==> src/rtl/window_load_sequencer.sv <==
// Row-major frame-memory load sequencer for one SAD search window; one word per req/ack, mem_req one cycle after start.
// Stalls on mem_ack low with address held; define WINDOW_SEQ_PERF_EN to add the stall_cnt_o performance counter.
module window_load_sequencer #(
    parameter int FRAME_COLS = 64,
    parameter int MAX_ROWS   = 16,
    parameter int ADDR_W     = 32
) (
    input  logic              clk_i,
    input  logic              reset_i,
    input  logic              start_i,
    input  logic [ADDR_W-1:0] base_addr_i,
    input  logic [31:0]       window_columns_i,
    input  logic [31:0]       window_rows_i,
    input  logic              mem_ack_i,
    output logic              mem_req_o,
    output logic [ADDR_W-1:0] mem_addr_o,
    output logic [1:0]        size_code_o,
    output logic [4:0]        row_idx_o,
    output logic [4:0]        col_idx_o,
    output logic              last_o,
    output logic              busy_o,
    output logic              done_o,
    output logic              cfg_err_o
`ifdef WINDOW_SEQ_PERF_EN
    ,
    output logic [15:0]       stall_cnt_o
`endif
);

    typedef enum logic [1:0] {
        S_IDLE  = 2'd0,
        S_ISSUE = 2'd1,
        S_DONE  = 2'd2
    } state_t;

    state_t            state_q, state_d;
    logic [ADDR_W-1:0] addr_q, addr_d;
    logic [ADDR_W-1:0] row_base_q, row_base_d;
    logic [4:0]        row_q, row_d;
    logic [4:0]        col_q, col_d;
    logic [4:0]        cols_q, cols_d;
    logic [4:0]        rows_q, rows_d;
    logic [1:0]        size_q, size_d;
    logic              cfg_err_q, cfg_err_d;

    logic              cols_legal;
    logic              rows_legal;
    logic              start_ok;
    logic [1:0]        size_dec;
    logic              col_end;
    logic              is_last;

    assign cols_legal = (window_columns_i == 32'd4) || (window_columns_i == 32'd8) ||
                        (window_columns_i == 32'd16);
    assign rows_legal = (window_rows_i != 32'd0) && (window_rows_i <= 32'(MAX_ROWS));
    assign start_ok   = (state_q == S_IDLE) && start_i && cols_legal && rows_legal;

    always_comb begin
        size_dec = 2'd2;
        if (window_columns_i == 32'd4) begin
            size_dec = 2'd0;
        end else if (window_columns_i == 32'd8) begin
            size_dec = 2'd1;
        end
    end

    assign col_end = (col_q == cols_q - 5'd1);
    assign is_last = col_end && (row_q == rows_q - 5'd1);

    // Row start address is tracked separately so a row wrap is a single add of the stride.
    always_comb begin
        state_d    = state_q;
        addr_d     = addr_q;
        row_base_d = row_base_q;
        row_d      = row_q;
        col_d      = col_q;
        cols_d     = cols_q;
        rows_d     = rows_q;
        size_d     = size_q;
        cfg_err_d  = 1'b0;
        case (state_q)
            S_IDLE: begin
                if (start_i) begin
                    if (cols_legal && rows_legal) begin
                        state_d    = S_ISSUE;
                        addr_d     = base_addr_i;
                        row_base_d = base_addr_i;
                        row_d      = 5'd0;
                        col_d      = 5'd0;
                        cols_d     = window_columns_i[4:0];
                        rows_d     = window_rows_i[4:0];
                        size_d     = size_dec;
                    end else begin
                        cfg_err_d = 1'b1;
                    end
                end
            end
            S_ISSUE: begin
                if (mem_ack_i) begin
                    if (is_last) begin
                        state_d = S_DONE;
                    end else if (col_end) begin
                        col_d      = 5'd0;
                        row_d      = row_q + 5'd1;
                        row_base_d = row_base_q + ADDR_W'(FRAME_COLS);
                        addr_d     = row_base_q + ADDR_W'(FRAME_COLS);
                    end else begin
                        col_d  = col_q + 5'd1;
                        addr_d = addr_q + ADDR_W'(1);
                    end
                end
            end
            S_DONE: begin
                state_d = S_IDLE;
            end
            default: begin
                state_d = S_IDLE;
            end
        endcase
    end

    always_ff @(posedge clk_i) begin
        if (reset_i) begin
            state_q    <= S_IDLE;
            addr_q     <= '0;
            row_base_q <= '0;
            row_q      <= 5'd0;
            col_q      <= 5'd0;
            cols_q     <= 5'd0;
            rows_q     <= 5'd0;
            size_q     <= 2'd0;
            cfg_err_q  <= 1'b0;
        end else begin
            state_q    <= state_d;
            addr_q     <= addr_d;
            row_base_q <= row_base_d;
            row_q      <= row_d;
            col_q      <= col_d;
            cols_q     <= cols_d;
            rows_q     <= rows_d;
            size_q     <= size_d;
            cfg_err_q  <= cfg_err_d;
        end
    end

`ifdef WINDOW_SEQ_PERF_EN
    logic [15:0] stall_q, stall_d;

    always_comb begin
        stall_d = stall_q;
        if (start_ok) begin
            stall_d = 16'd0;
        end else if ((state_q == S_ISSUE) && !mem_ack_i && (stall_q != 16'hFFFF)) begin
            stall_d = stall_q + 16'd1;
        end
    end

    always_ff @(posedge clk_i) begin
        if (reset_i) begin
            stall_q <= 16'd0;
        end else begin
            stall_q <= stall_d;
        end
    end

    assign stall_cnt_o = stall_q;
`else
    logic unused_start_ok;
    assign unused_start_ok = start_ok;
`endif

    assign mem_req_o   = (state_q == S_ISSUE);
    assign busy_o      = (state_q == S_ISSUE);
    assign done_o      = (state_q == S_DONE);
    assign last_o      = (state_q == S_ISSUE) && is_last;
    assign mem_addr_o  = addr_q;
    assign size_code_o = size_q;
    assign row_idx_o   = row_q;
    assign col_idx_o   = col_q;
    assign cfg_err_o   = cfg_err_q;

endmodule
==> config.mk <==
export PLATFORM = sky130hd
export DESIGN_NAME = window_load_sequencer
export DESIGN_NICKNAME = d
export VERILOG_FILES = /design/src/rtl/window_load_sequencer.sv
export SDC_FILE = /design/constraint.sdc
export NUM_CORES = 1
export LEC_CHECK = 0
export ABC_AREA = 1
export ABC_CLOCK_PERIOD_IN_PS = 6700
export BUFFER_PORTS_ARGS = -buffer_cell sky130_fd_sc_hd__buf_4
export CAP_MARGIN = 15
export CELL_PAD_IN_SITES_DETAIL_PLACEMENT = 0
export CELL_PAD_IN_SITES_GLOBAL_PLACEMENT = 1
export CORE_UTILIZATION = 35
export CTS_BUF_LIST = sky130_fd_sc_hd__clkbuf_4 sky130_fd_sc_hd__clkbuf_8
export DETAILED_ROUTE_END_ITERATION = 8
export GPL_TIMING_DRIVEN = 0
export PLACE_DENSITY_LB_ADDON = 0.1
export SLEW_MARGIN = 25
export SYNTH_ARGS = -nofsm -noshare
export SYNTH_HDL_FRONTEND = slang
export SYNTH_SLANG_ARGS = --single-unit
==> constraint.sdc <==
create_clock -name clk_i -period 6.7 [get_ports clk_i]
set_clock_uncertainty 0.2 [all_clocks]
set_input_delay 1.34 -clock clk_i [delete_from_list [all_inputs] [get_ports clk_i]]
set_output_delay 1.34 -clock clk_i [all_outputs]
set_load 0.03 [all_outputs]
==> parameters.txt <==
Parameter                              Value

Critical path
  Data required time of the critical path    5.16 ns
  Worst setup path category    reg -> out
  Arr. time, crit path    2.33 ns
  Kind of start point of the critical path    register
  Setup crit end kind    output port
  Worst Reg-to-Reg Cells    13
  Maximum fanout along the worst path    11

Global routing
  Global-route wire length before repair    40200 um
  Remaining Overflow, GRT    0
  Layer with the highest usage after global routing    met2
  Pin count of the biggest net entering global routing    17
  Global routing usage on met3    4.45%
  Antenna violations before repair    0
  Grt met1 use    37.9%
  Vias in the first global route    7329
  Total routing usage reported by global routing    26.6%
  Met2 Use GR    41.8%

STA
  Worst slew margin relative to its limit    43.1%
  Min Tclk post-route    3.87 ns
  Final sum of negative setup slack    0 ns
  Setup WS post-layout    2.83 ns
  Worst hold slack    0.250 ns
  RSZ-0062 raised after global routing    false
  Final number of hold-violating endpoints    0
  F_max    258 MHz
  Slew of the pin with the lowest slew margin    0.853 ns
  Final setup fails    0
  Pins Over Slew Limit    0
  Period utilisation layout    57.8%

Synthesis
  Most numerous cell in the Yosys netlist    sky130_fd_sc_hd__nand2_1
  Seq cells post-synth    89
  Cell Area, Synth    6740 um2
  Fraction of post-synthesis cell area in the top cell type by area    26.4%
  Ys flop type    sky130_fd_sc_hd__dfxtp_1
  Most area-consuming cells after synthesis    sky130_fd_sc_hd__dfxtp_1 (26%), sky130_fd_sc_hd__nand2_1 (24%), sky130_fd_sc_hd__nor2_1 (15%)
  Cell type with the highest aggregate area in the netlist    sky130_fd_sc_hd__dfxtp_1
  Async SR Flop Fraction    0%
  Count of distinct cell types in the synthesized netlist    36
  Count of mapped cells out of synthesis    1215
  Number of flops mapped to enable cells by yosys    0
  Fraction of the yosys area taken by sequential cells    26.4%
  List of most frequent post-synthesis cells    sky130_fd_sc_hd__nand2_1 (425), sky130_fd_sc_hd__nor2_1 (268), sky130_fd_sc_hd__inv_1 (123)
  Synth Warn #    0
  Mean instance size in the synthesized netlist    5.55 um2
  Post-synth net total    1321

Floorplan
  Chip Width    141 um
  Effective utilization at floorplan    35.9%
  Total core area    18800 um2
  Vert. Die Dim    141 um
  Top-Level Pins    149
  Die area    19800 um2
  Number of core rows    50

Route
  1st-iter DRT viols    525
  Vias per std cell    4.85
  Final wirelength    25700 um
  Post-route antenna net violation count    0
  Pre-Repair DR Iteration Count    5
  Routed WL per cell    15.9 um
  DRC violation count after routing    0
  Vias after detailed routing    7826

Flow run
  Max-capacitance violation count    0

Placement
  Cells after DPL    1596
  Count of port buffers added during placement    147
  RD Place Congestion    0.962
  Post-detail-place hpwl    20900 um
  Post-Place Worst Slack    3.16 ns

Clocking
  Sink count of the clock tree    89
  Post_cts resized    0
  Setup fix buffers added after clock tree synthesis    0
  Hold-fix buffer count after cts    0
  CTS buffer count    9
  TritonCTS clock tree    yes
  H-tree levels    3
  Clk buf depth    2
  Clock-pin slew on the worst setup and hold paths    0.11 ns
  Clk Latency, worst-skew pair    0.40 ns
  Clk Tree Root Cell    sky130_fd_sc_hd__clkbuf_8

Cells and area
  Synth-to-layout area growth    23.7%
  Multi-input logic area    4240 um2
  Filler Cell Count    2132
  Fin nets    1479
  Ratio of cells with drive above 1 in the final layout    14.7%
  Area taken by flip-flops and latches    1780 um2
  Inserted Diodes    0
  Count of placed standard cells in the final layout, fillers left out    1612

Status
  Run status    finished clean

Power and ir drop
  Power Dens Cells    123 nW/um2
  Worst supply voltage drop on vdd    86.4 uV
  Total chip power    0.00102 W
  Leakage power of the design    4.00 nW

Hold path
  Hold Path Depth    2
  Worst hold path class    reg -> reg
## cells in the final DEF, fill, tap and decap left out, types with 4 or more instances in the layout
cell	netlist	layout
sky130_fd_sc_hd__nand2_1	425	425
sky130_fd_sc_hd__nor2_1	268	268
sky130_fd_sc_hd__buf_4	6	153
sky130_fd_sc_hd__inv_1	123	123
sky130_fd_sc_hd__dfxtp_1	89	89
sky130_fd_sc_hd__nand3_1	76	76
sky130_fd_sc_hd__xor2_1	32	32
sky130_fd_sc_hd__o21ai_0	31	31
sky130_fd_sc_hd__nand4_1	31	31
sky130_fd_sc_hd__a21oi_1	18	18
sky130_fd_sc_hd__nor3_1	17	17
sky130_fd_sc_hd__clkbuf_1	14	14
sky130_fd_sc_hd__buf_2	11	11
sky130_fd_sc_hd__buf_1	10	10
sky130_fd_sc_hd__clkbuf_8	0	9
sky130_fd_sc_hd__a21boi_0	8	8
sky130_fd_sc_hd__o211ai_1	8	8
sky130_fd_sc_hd__inv_2	6	6
sky130_fd_sc_hd__xnor2_1	6	6
sky130_fd_sc_hd__ha_1	6	6
sky130_fd_sc_hd__nand2_2	4	4
## state kept, by name, summed over array words and instances, names as in the netlist
| name | flops |
|---|---|
| row_base_q | 32 |
| size_code_o | 2 |
| rows_q | 5 |
| col_idx_o | 5 |
| cfg_err_o | 1 |
| mem_addr_o | 32 |
| state_q | 2 |
| row_idx_o | 5 |
| cols_q | 5 |
## critical path: stages (launching register included)
cell and delay (ns):
sky130_fd_sc_hd__dfxtp_1 0.41, sky130_fd_sc_hd__inv_2 0.08, sky130_fd_sc_hd__nor2_4 0.15, sky130_fd_sc_hd__clkbuf_1 0.50, sky130_fd_sc_hd__buf_1 0.47, sky130_fd_sc_hd__buf_4 0.19
sky130_fd_sc_hd__buf_4 0.15
## power by group
part	internal, W	switching (W)
Sequential	0.000529	0.0000000733
Clock	0.000176	0.000227
Combinational	0.0000496	0.0000432
Total	0.000754	0.000271
## area by class of cell
type | count | area share (%)
Inverter | 129 | 5.81
Sequential cell | 89 | 21.4
Clock inverter | 7 | 0.960
Tap cell | 234 | 3.51
Clock buffer | 9 | 1.49
Multi-Input combinational cell | 952 | 50.8
Timing Repair Buffer | 147 | 13.2
Buffer | 45 | 2.87
## stage by stage
step	utilization, %	instance area, um2
global placement	43.4	8140
global route	44.4	8340
floorplan	-	6740
finish	44.4	8340
detailed placement	43.4	8140
CTS	44.4	8340
## worst paths after layout
path	startpoint	endpoint	slack [ns]
max	state_q[0]	mem_req_o	2.83
min	cols_q[1]	cols_q[1]	0.25
max reg2reg	cols_q[0]	mem_addr_o[24]	3.93
min reg2reg	cols_q[1]	cols_q[1]	0.25
## metal layers
metal | wire [um] | vias up
met1 | 12600 | 3498
li1 | - | 4085
met3 | 1490 | 27
met4 | 428 | 0
met5 | 0 | -
met2 | 11200 | 216
## cells by family after synthesis
| kind of cell | Yosys count | share of synthesized area, % |
|---|---|---|
| AO/OA/AOI/OAI | 69 | 5.85 |
| XOR/XNOR | 38 | 4.94 |
| adder cells (fa/ha/maj) | 6 | 1.11 |
| buffers and inverters | 174 | 10.7 |
| flip-flops | 89 | 26.4 |
| AND/OR/NAND/NOR | 839 | 50.9 |
Note: power is estimated with default switching activity, not from simulation.
